[src/rtl/ysyx_22050612_seq_ctrl.sv]
// Multi-cycle instruction sequencer: steps each instruction through FETCH, DECODE, EXEC, MEM and WB.
// It owns the PC, the fetch and data request handshakes, the register-file write strobe and the halt/error state.
module ysyx_22050612_seq_ctrl #(
    parameter logic [63:0] RESET_PC    = 64'h0000_0000_8000_0000,
    parameter logic [7:0]  MEM_TIMEOUT = 8'd255
) (
    input  logic        clk,
    input  logic        rst,

    output logic        ifu_req,
    output logic [63:0] ifu_addr,
    input  logic        ifu_ack,
    input  logic [31:0] ifu_rdata,
    output logic [31:0] inst,

    input  logic        exu_redirect,
    input  logic [63:0] exu_next_pc,

    output logic        lsu_req,
    output logic        lsu_we,
    input  logic        lsu_ack,

    output logic        rf_wen,
    output logic [63:0] pc,
    output logic [63:0] retired,
    output logic        halt,
    output logic        err
);

    typedef enum logic [2:0] {
        S_FETCH  = 3'd0,
        S_DECODE = 3'd1,
        S_EXEC   = 3'd2,
        S_MEM    = 3'd3,
        S_WB     = 3'd4,
        S_HALT   = 3'd5
    } state_e;

    localparam logic [6:0]  OP_LOAD   = 7'b0000011;
    localparam logic [6:0]  OP_STORE  = 7'b0100011;
    localparam logic [6:0]  OP_BRANCH = 7'b1100011;
    localparam logic [6:0]  OP_FENCE  = 7'b0001111;
    localparam logic [31:0] EBREAK    = 32'h0010_0073;

    state_e      state_q, state_d;
    logic [63:0] pc_q, pc_d;
    logic [63:0] npc_q, npc_d;
    logic [63:0] retired_q, retired_d;
    logic [31:0] inst_q, inst_d;
    logic [7:0]  timer_q, timer_d;
    logic        err_q, err_d;

    logic        ifu_req_c;
    logic        lsu_req_c;
    logic        lsu_we_c;
    logic        rf_wen_c;

    // Instruction class decode on the latched instruction
    logic [6:0]  opcode;
    logic [4:0]  rd_idx;
    logic        is_load;
    logic        is_store;
    logic        is_ebreak;
    logic        no_rd;
    logic        writes_rd;
    logic        is_mem;

    assign opcode    = inst_q[6:0];
    assign rd_idx    = inst_q[11:7];
    assign is_load   = (opcode == OP_LOAD);
    assign is_store  = (opcode == OP_STORE);
    assign is_ebreak = (inst_q == EBREAK);
    assign no_rd     = (opcode == OP_BRANCH) || is_store || (opcode == OP_FENCE);
    assign writes_rd = !no_rd && (rd_idx != 5'd0);
    assign is_mem    = is_load || is_store;

    // The timer counts waiting cycles; the limit trips on the cycle that would make it equal MEM_TIMEOUT,
    // and an ack in that same cycle takes priority over the timeout.
    logic [7:0] timer_inc;
    logic       timeout_hit;

    assign timer_inc   = timer_q + 8'd1;
    assign timeout_hit = (timer_inc == MEM_TIMEOUT);

    always_comb begin
        state_d   = state_q;
        pc_d      = pc_q;
        npc_d     = npc_q;
        retired_d = retired_q;
        inst_d    = inst_q;
        timer_d   = timer_q;
        err_d     = err_q;
        ifu_req_c = 1'b0;
        lsu_req_c = 1'b0;
        lsu_we_c  = 1'b0;
        rf_wen_c  = 1'b0;

        unique case (state_q)
            S_FETCH: begin
                ifu_req_c = 1'b1;
                if (ifu_ack) begin
                    inst_d  = ifu_rdata;
                    state_d = S_DECODE;
                end else if (timeout_hit) begin
                    state_d = S_HALT;
                    err_d   = 1'b1;
                end else begin
                    timer_d = timer_inc;
                end
            end
            S_DECODE: begin
                state_d = is_ebreak ? S_HALT : S_EXEC;
            end
            S_EXEC: begin
                npc_d = exu_redirect ? exu_next_pc : (pc_q + 64'd4);
                if (is_mem) begin
                    state_d = S_MEM;
                    timer_d = 8'd0;
                end else begin
                    state_d = S_WB;
                end
            end
            S_MEM: begin
                lsu_req_c = 1'b1;
                lsu_we_c  = is_store;
                if (lsu_ack) begin
                    state_d = S_WB;
                end else if (timeout_hit) begin
                    state_d = S_HALT;
                    err_d   = 1'b1;
                end else begin
                    timer_d = timer_inc;
                end
            end
            S_WB: begin
                rf_wen_c  = writes_rd;
                pc_d      = npc_q;
                retired_d = retired_q + 64'd1;
                timer_d   = 8'd0;
                state_d   = S_FETCH;
            end
            S_HALT: begin
                state_d = S_HALT;
            end
            default: begin
                state_d = S_HALT;
                err_d   = 1'b1;
            end
        endcase
    end

    always_ff @(posedge clk or posedge rst) begin
        if (rst) begin
            state_q   <= S_FETCH;
            pc_q      <= RESET_PC;
            npc_q     <= RESET_PC;
            retired_q <= 64'd0;
            inst_q    <= 32'd0;
            timer_q   <= 8'd0;
            err_q     <= 1'b0;
        end else begin
            state_q   <= state_d;
            pc_q      <= pc_d;
            npc_q     <= npc_d;
            retired_q <= retired_d;
            inst_q    <= inst_d;
            timer_q   <= timer_d;
            err_q     <= err_d;
        end
    end

    // Reset sits in FETCH, so the fetch request is masked while rst is held
    assign ifu_req  = ifu_req_c && !rst;
    assign lsu_req  = lsu_req_c && !rst;
    assign lsu_we   = lsu_we_c && !rst;
    assign rf_wen   = rf_wen_c && !rst;
    assign ifu_addr = pc_q;
    assign pc       = pc_q;
    assign inst     = inst_q;
    assign retired  = retired_q;
    assign halt     = (state_q == S_HALT);
    assign err      = err_q;

endmodule

[config.mk]
export PLATFORM = sky130hd
export DESIGN_NAME = ysyx_22050612_seq_ctrl
export DESIGN_NICKNAME = d
export VERILOG_FILES = /design/src/rtl/ysyx_22050612_seq_ctrl.sv
export SDC_FILE = /design/constraint.sdc
export NUM_CORES = 1
export LEC_CHECK = 0
export BUFFER_PORTS_ARGS = -buffer_cell sky130_fd_sc_hd__buf_2
export CAP_MARGIN = 20
export CORE_AREA = 3 3 155 157
export DETAILED_ROUTE_END_ITERATION = 6
export DIE_AREA = 0 0 158 160
export PLACE_DENSITY_LB_ADDON = 0.25
export SYNTH_ARGS = -nofsm -noshare
export SYNTH_HDL_FRONTEND = slang
export SYNTH_SLANG_ARGS = --single-unit
[constraint.sdc]
create_clock -name clk -period 8.1 [get_ports clk]
set_clock_uncertainty 0.15 [all_clocks]
set_input_delay 0 -clock clk [delete_from_list [all_inputs] [get_ports clk]]
set_output_delay 0 -clock clk [all_outputs]
set_load 0.01 [all_outputs]
==> results of run 1 <==
==> cell usage in the layout, fill, tap and decap left out, types with 24 or more instances in the layout <==
master,instances
buf_2,329
clkbuf_16,25
and3_1,28
dfrtp_1,234
dlygate4sd3_1,100
nor2_1,73
nor3_1,24
nand3_1,55
a21oi_1,50
xor2_1,29
xnor2_1,89
nand2_1,276
nand4_1,48
mux2_2,32
o21ai_0,56
o22ai_1,25
==> state kept, by name, indices dropped and copies added, names as in the netlist <==
name and flops:
npc_q 64, inst 32, state_q 3, err 1, ifu_addr 64, timer_q 8, retired 64
==> metal layers <==
layer / GRT usage / vias to the layer above
met5: 0 / -
met4: 0.07196 / 0
li1: - / 4979
met3: 0.04770 / 60
met1: 0.3517 / 5135
met2: 0.4376 / 451
==> through the flow <==
stage	area [um^2]	total power, mW	hold slack, ns
CTS	15160	5.015	0.04877
global route	15200	5.344	0.09797
detailed placement	13330	3.791	0.08585
finish	15200	5.016	0.08848
global placement	13330	3.739	0.08203
floorplan	11960	3.248	-0.09931
==> power groups by stage <==
stage | registers [mW] | clock network (mW) | logic [mW]
6_report | 2.09 | 1.18 | 1.75
5_1_grt | 2.15 | 1.24 | 1.95
4_1_cts | 2.07 | 1.20 | 1.74
3_5_place_dp | 2.09 | 0 | 1.70
3_3_place_gp | 2.07 | 0 | 1.67
2_1_floorplan | 2.07 | 0 | 1.18
==> critical path: cells and delay by family, from the launching register on <==
| kind | cells | cell delay, ns |
|---|---|---|
| buffers and inverters | 1 | 0.38 |
| DFF | 1 | 0.61 |
| xor gates and xnor gates | 1 | 0.14 |
| and+or+nand+nor | 5 | 2.03 |
==> logic make-up after synthesis <==
logic type / count (synthesis)
AND/OR/NAND/NOR: 576
flip-flops: 236
AO/OA/AOI/OAI: 148
buffers and inverters: 138
XOR/XNOR: 118
multiplexers: 54
adder cells (fa/ha/maj): 4
==> final cells by class <==
class	instances	area, um^2
fillers	1785	7445
flip-flops and latches	236	5908
multi-input cells	900	5290
repair buffers	439	2743
clock buffers	39	718.2
well taps	285	356.6
clock inverters	7	116.4
inverters	15	63.81
==> worst max-delay path by stage <==
stage	start	end	slack [ns]	depth (start not counted)
after floorplan	rst	err	1.45	1
after global placement	state_q[2]	retired[59]	4.86	7
after detailed placement	state_q[2]	retired[59]	4.79	7
after CTS	state_q[2]	retired[61]	4.77	7
after global routing	state_q[2]	retired[57]	4.49	7
final	state_q[2]	retired[57]	4.72	7
==> flow_results.xml, run 1 <==
<?xml version="1.0" encoding="UTF-8"?>
<metrics>
  <group name="power_and_ir_drop">
    <metric name="seqPwrFrac" unit="">0.416</metric>
    <metric name="vdd_ir_drop_max" unit="uV">276.6</metric>
    <metric name="power_report.internal_total" unit="mW">3.061</metric>
    <metric name="netSwitchingFraction" unit="">0.3897</metric>
    <metric name="cellPowerDensity" unit="mW/mm^2">330.1</metric>
    <metric name="leakagePower" unit="nW">7.391</metric>
    <metric name="total_switching_power" unit="mW">1.955</metric>
    <metric name="power_frac_comb" unit="">0.349</metric>
    <metric name="clk_network_pwr_share" unit="">0.235</metric>
  </group>
  <group name="worst_setup_path">
    <metric name="cp.required" unit="ns">8.39</metric>
    <metric name="path_cells" unit="">or3b_2 &gt; buf_4 &gt; nor4_4 &gt; and4_1 &gt; nand4_4 &gt; nor2_1 &gt; xnor2_1</metric>
    <metric name="cpMaxStageDelayCell" unit="">dfrtp_1</metric>
    <metric name="reg2reg_from" unit="">state_q[2]</metric>
    <metric name="worstSetupEndpointType" unit="">flop</metric>
    <metric name="worst-endpoint-arrival" unit="ns">3.67</metric>
    <metric name="setup.worst_path.class" unit="">flop to flop</metric>
    <metric name="max_stage_delay" unit="ns">0.61</metric>
    <metric name="crit_fanout" unit="">64</metric>
    <metric name="worst-r2r-cell-count" unit="">7</metric>
    <metric name="worst-r2r-setup-slack" unit="ns">4.72</metric>
    <metric name="critical_path.startpoint_type" unit="">flop</metric>
    <metric name="r2r_end" unit="">retired[57]</metric>
  </group>
  <group name="layout">
    <metric name="final_cell_count_without_fillers" unit="">1921</metric>
    <metric name="final_util" unit="">0.6712</metric>
    <metric name="drive_above_1_share" unit="">0.2628</metric>
    <metric name="area_overhead_vs_synth" unit="%">27.07</metric>
    <metric name="final_net_count" unit="">1722</metric>
    <metric name="antenna-diode-count" unit="">0</metric>
  </group>
  <group name="logic_synthesis">
    <metric name="yosys_warnings" unit="">0</metric>
    <metric name="syn_avg_cell_area" unit="um^2">9.387</metric>
    <metric name="synth_compound_gate_area_share" unit="">0.06916</metric>
    <metric name="ys_top_cells_by_area" unit="">dfrtp_1 49%, nand2_1 8.7%, xnor2_1 6.5%</metric>
    <metric name="synth_ff_type" unit="">dfrtp_1</metric>
    <metric name="mapped_nets" unit="">1379</metric>
    <metric name="synthAdderAreaFrac" unit="">0.004185</metric>
    <metric name="async_flop_share" unit="">1.000</metric>
    <metric name="yosys_register_bits" unit="">236</metric>
    <metric name="muxShareOfSynthArea" unit="">0.04855</metric>
    <metric name="synthTopCellsByCount" unit="">276 x nand2_1, 234 x dfrtp_1, 89 x xnor2_1</metric>
    <metric name="synthSimpleGateAreaFrac" unit="">0.2327</metric>
    <metric name="synth_area_leader" unit="">dfrtp_1</metric>
    <metric name="dominant_combinational_cell_family_by_area_after_synthesis" unit="">simple AND/OR/NAND/NOR gates</metric>
    <metric name="synth.most_common_cell" unit="">nand2_1</metric>
    <metric name="ys_types" unit="">56</metric>
    <metric name="synthCells" unit="">1274</metric>
    <metric name="mappedNetlistArea" unit="mm^2">0.01196</metric>
    <metric name="ys_seq_area_frac" unit="">0.4940</metric>
    <metric name="yosys.area.top_type_share" unit="">0.4896</metric>
    <metric name="synth_xor_xnor_area_share" unit="">0.08642</metric>
    <metric name="synth_enable_flop_cells" unit="">0</metric>
  </group>
  <group name="clock_network">
    <metric name="cts_max_level" unit="">1</metric>
    <metric name="clk_pin_slew_worst_paths" unit="ns">0.06</metric>
    <metric name="tritoncts" unit="">done</metric>
    <metric name="cts.root.buffer_cell" unit="">clkbuf_16</metric>
    <metric name="post_cts.repair.setup_buffers" unit="">0</metric>
    <metric name="total_cts_buffers" unit="">25</metric>
    <metric name="worst_skew_pair.late_latency" unit="ns">0.53</metric>
    <metric name="cts.sinks" unit="">236</metric>
    <metric name="holdBufCountCts" unit="">99</metric>
    <metric name="cts.repair.resized" unit="">0</metric>
    <metric name="cts-root-to-sink-buffers" unit="">3</metric>
  </group>
  <group name="routing">
    <metric name="wl_met2" unit="mm">16.53</metric>
    <metric name="initialDrtViolationCount" unit="">751</metric>
    <metric name="antenna_left" unit="">0</metric>
    <metric name="wl_met1" unit="mm">14.27</metric>
    <metric name="drtPass1Iterations" unit="">5</metric>
    <metric name="routed_wl" unit="mm">34.17</metric>
    <metric name="detailroute.via_count" unit="">10630</metric>
    <metric name="detail_route.drc_violations" unit="">0</metric>
    <metric name="viasPerCell" unit="">5.531</metric>
    <metric name="met3_length" unit="mm">2.536</metric>
    <metric name="avgRoutedWirePerCell" unit="um">17.79</metric>
    <metric name="routed.top_layer" unit="">met4</metric>
  </group>
  <group name="timing">
    <metric name="final.setup.worst_slack" unit="ns">4.716</metric>
    <metric name="grt_setup_unrepaired" unit="">false</metric>
    <metric name="setup-tns-final" unit="ns">0</metric>
    <metric name="finalMaxSlewViolations" unit="">0</metric>
    <metric name="relSlewSlack" unit="">0.2962</metric>
    <metric name="fin_crit" unit="ns">3.384</metric>
    <metric name="fmaxAchievable" unit="MHz">295.5</metric>
    <metric name="hold_viol_final" unit="">0</metric>
    <metric name="setup_viol_count_final" unit="">0</metric>
    <metric name="fin_crit_sh" unit="">0.4178</metric>
    <metric name="tightest_slew" unit="ns">1.056</metric>
  </group>
  <group name="floorplanning">
    <metric name="num_rows" unit="">55</metric>
    <metric name="die_h" unit="um">160</metric>
    <metric name="ios" unit="">331</metric>
    <metric name="floorplan.initialDensity" unit="">0.5282</metric>
    <metric name="die-width" unit="um">158</metric>
    <metric name="coreArea" unit="mm^2">0.02264</metric>
    <metric name="die_area" unit="mm^2">0.02528</metric>
  </group>
  <group name="placement">
    <metric name="post-place-ws" unit="ns">4.792</metric>
    <metric name="place.gp.congestion" unit="">0.8422</metric>
    <metric name="place_inst" unit="">1774</metric>
    <metric name="place_hpwl" unit="mm">21.77</metric>
    <metric name="portBuffers" unit="">330</metric>
  </group>
  <group name="outcome">
    <metric name="status" unit="">finished clean</metric>
  </group>
  <group name="global_route">
    <metric name="grt_max_degree" unit="">160</metric>
    <metric name="antenna_found_initial" unit="">0</metric>
    <metric name="vias_in_the_first_global_route" unit="">10490</metric>
    <metric name="grt_first_pass_wirelength" unit="mm">54.48</metric>
    <metric name="overflow" unit="">0</metric>
    <metric name="globalRouteTotalUtil" unit="">0.2619</metric>
  </group>
  <group name="worst_hold_path">
    <metric name="hold-path-endpoint" unit="">npc_q[47]</metric>
    <metric name="cell_count_of_the_worst_hold_path" unit="">3</metric>
    <metric name="hold_path_class" unit="">input pin to flop</metric>
    <metric name="min-delay-start" unit="">exu_redirect</metric>
  </group>
  <group name="job">
    <metric name="max-cap-violations" unit="">0</metric>
  </group>
</metrics>
No activity file was read; power rests on OpenSTA's default activity.
==> run 2, diff against run 1 <==
Clock period 8.1 ns to 3.4 ns, I/O delays scaled along.
==> run 2 against run 1 <==
First-iteration DRC count up 5.6%. Final cell count up 1.8%. Flip-flop and latch count unchanged. Non-clock buffer count up 35. Die area unchanged. Worst hold slack worse by 0.074 ns. Routed wire length up 3.6%. Maximum frequency up 7.0%. Critical path type unchanged. Critical endpoint is now npc_q[62]. Largest cell class unchanged. Highest routed layer unchanged.
==> flow_results.xml, run 2 (same netlist as run 1, synthesis figures left out) <==
<?xml version="1.0" encoding="UTF-8"?>
<metrics>
  <group name="outcome">
    <metric name="status" unit="">finished clean</metric>
  </group>
  <group name="worst_setup_path">
    <metric name="critical_path_depth" unit="">8</metric>
    <metric name="setup.worst_path.class" unit="">flop to flop</metric>
    <metric name="path_cells" unit="">ha_1 &gt; nand2_1 &gt; nor4_2 &gt; nand4_1 &gt; nor3_1 &gt; xnor2_1 &gt; a21oi_1 &gt; dlygate4sd3_1</metric>
    <metric name="reg2reg_from" unit="">ifu_addr[2]</metric>
    <metric name="critical-path-top-delay-family" unit="">simple AND/OR/NAND/NOR gates</metric>
    <metric name="cp.required" unit="ns">3.66</metric>
    <metric name="worst-r2r-cell-count" unit="">8</metric>
    <metric name="worst-endpoint-arrival" unit="ns">3.42</metric>
    <metric name="max_stage_delay" unit="ns">0.55</metric>
    <metric name="worstSetupEndpointType" unit="">flop</metric>
    <metric name="crit_path_end" unit="">npc_q[62]</metric>
    <metric name="cp-startpoint" unit="">ifu_addr[2]</metric>
    <metric name="crit_fanout" unit="">8</metric>
    <metric name="critical_path.startpoint_type" unit="">flop</metric>
    <metric name="cpMaxStageDelayCell" unit="">dlygate4sd3_1</metric>
    <metric name="worst-path-buf-inv" unit="">1</metric>
    <metric name="r2r_end" unit="">npc_q[62]</metric>
    <metric name="worst-r2r-setup-slack" unit="ns">0.24</metric>
  </group>
  <group name="routing">
    <metric name="initialDrtViolationCount" unit="">793</metric>
    <metric name="avgRoutedWirePerCell" unit="um">18.09</metric>
    <metric name="antenna_left" unit="">0</metric>
    <metric name="routed_wl" unit="mm">35.39</metric>
    <metric name="detail_route.drc_violations" unit="">0</metric>
    <metric name="viasPerCell" unit="">5.560</metric>
    <metric name="drtPass1Iterations" unit="">5</metric>
    <metric name="detailroute.via_count" unit="">10880</metric>
  </group>
  <group name="global_route">
    <metric name="antenna_found_initial" unit="">1</metric>
    <metric name="vias_in_the_first_global_route" unit="">10590</metric>
    <metric name="grt_max_degree" unit="">79</metric>
    <metric name="grt_first_pass_wirelength" unit="mm">56.45</metric>
    <metric name="globalRouteTotalUtil" unit="">0.2736</metric>
    <metric name="overflow" unit="">0</metric>
  </group>
  <group name="placement">
    <metric name="place.gp.congestion" unit="">0.8548</metric>
    <metric name="place_inst" unit="">1786</metric>
    <metric name="post-place-ws" unit="ns">0.4697</metric>
    <metric name="place_hpwl" unit="mm">22.60</metric>
    <metric name="portBuffers" unit="">330</metric>
  </group>
  <group name="timing">
    <metric name="fin_crit_sh" unit="">0.9306</metric>
    <metric name="setup_viol_count_final" unit="">0</metric>
    <metric name="fin_crit" unit="ns">3.164</metric>
    <metric name="fmaxAchievable" unit="MHz">316.1</metric>
    <metric name="grt_setup_unrepaired" unit="">false</metric>
    <metric name="finalMaxSlewViolations" unit="">0</metric>
    <metric name="relSlewSlack" unit="">0.3926</metric>
    <metric name="tightest_slew" unit="ns">0.9111</metric>
    <metric name="hold_viol_final" unit="">0</metric>
    <metric name="final.setup.worst_slack" unit="ns">0.2361</metric>
  </group>
  <group name="floorplanning">
    <metric name="ios" unit="">331</metric>
    <metric name="die-width" unit="um">158</metric>
    <metric name="die_area" unit="mm^2">0.02528</metric>
    <metric name="floorplan.initialDensity" unit="">0.5282</metric>
    <metric name="die_h" unit="um">160</metric>
    <metric name="coreArea" unit="mm^2">0.02264</metric>
    <metric name="num_rows" unit="">55</metric>
  </group>
  <group name="power_and_ir_drop">
    <metric name="vdd_ir_drop_max" unit="uV">646.4</metric>
    <metric name="leakagePower" unit="nW">7.543</metric>
    <metric name="cellPowerDensity" unit="mW/mm^2">774.6</metric>
  </group>
  <group name="clock_network">
    <metric name="total_cts_buffers" unit="">26</metric>
    <metric name="clk_pin_slew_worst_paths" unit="ns">0.06</metric>
    <metric name="post_cts.repair.setup_buffers" unit="">0</metric>
    <metric name="worst_skew_pair.late_latency" unit="ns">0.52</metric>
    <metric name="tritoncts" unit="">done</metric>
    <metric name="cts.root.buffer_cell" unit="">clkbuf_16</metric>
    <metric name="cts.sinks" unit="">236</metric>
    <metric name="cts-root-to-sink-buffers" unit="">3</metric>
    <metric name="cts_max_level" unit="">1</metric>
  </group>
  <group name="layout">
    <metric name="layout.cells.most_common" unit="">buf_2</metric>
    <metric name="layout.cells.most_common_list" unit="">329 x buf_2, 276 x nand2_1, 234 x dfrtp_1</metric>
    <metric name="final_net_count" unit="">1758</metric>
    <metric name="final_cell_count_without_fillers" unit="">1956</metric>
    <metric name="area_overhead_vs_synth" unit="%">29.50</metric>
    <metric name="drive_above_1_share" unit="">0.2641</metric>
  </group>
  <group name="job">
    <metric name="max-cap-violations" unit="">0</metric>
  </group>
  <group name="worst_hold_path">
    <metric name="hold_path_class" unit="">input pin to flop</metric>
  </group>
</metrics>
[run 2: cell types whose count changed in the layout (fill, tap and decap cells not counted), sizes merged]
cell         delta
clkbuf          +3
diode           +1
inv             -2
dlygate4sd3    +24
bufinv          -3
buf            +11
clkinv          +1
[run 2: worst min path at each step]
stage | startpoint | end | slack (ns) | cells past startpoint
after CTS | exu_redirect | npc_q[61] | 0.004 | 3
after global routing | exu_redirect | npc_q[61] | 0.04 | 3
after floorplan | rst | ifu_req | -0.1 | 1
after detailed placement | rst | err | 0.07 | 2
final | exu_redirect | npc_q[61] | 0.01 | 3
after global placement | rst | err | 0.05 | 2
[run 2: layout make-up]
class	count	area (um^2)
Clock buffer	42	782.0
Multi-Input combinational cell	900	5305
Timing Repair Buffer	474	3058
Antenna cell	1	2.502
Clock inverter	3	15.01
Inverter	15	60.06
Fill cell	1702	7153
Sequential cell	236	5908
Tap cell	285	356.6
[run 2: tightest hold or removal path: cells and delay by family]
family	cells	cell delay [ns]
compound gates	2	0.33
buf+inv	1	0.28
[run 2: metal layers]
| layer | share of wire | global-route usage | up-vias |
|---|---|---|---|
| li1 | - | - | 5054 |
| met1 | 0.41 | 0.3656 | 5245 |
| met2 | 0.48 | 0.4528 | 498 |
| met3 | 0.080 | 0.05718 | 78 |
| met5 | 0 | 0 | - |
| met4 | 0.029 | 0.07743 | 0 |
[run 2: what timing repair did]
item | 4_1_cts | 5_1_grt
hold buffers | 124 | 0
endpoints found under the hold margin | 131 | 0
resized for setup | 0 | 0
[run 2: power by group]
part	switching (mW)	internal, mW	total, mW
registers	1.18	3.80	4.98
logic	2.42	1.93	4.35
clock network	1.10	1.56	2.66
total	4.71	7.29	12.0
[run 2: through the flow]
step / hold slack (ns) / power (mW) / TNS [ns] / cell area, um^2 / util
6_report: 0.01497 / 12.00 / 0 / 15490 / 0.6841
5_1_grt: 0.04497 / 12.79 / 0 / 15480 / 0.6839
4_1_cts: 0.003533 / 11.98 / 0 / 15480 / 0.6839
3_5_place_dp: 0.06502 / 9.083 / 0 / 13450 / 0.5939
3_3_place_gp: 0.04844 / 8.971 / 0 / 13450 / 0.5939
2_1_floorplan: -0.09931 / 7.747 / -2.581 / 11980 / -
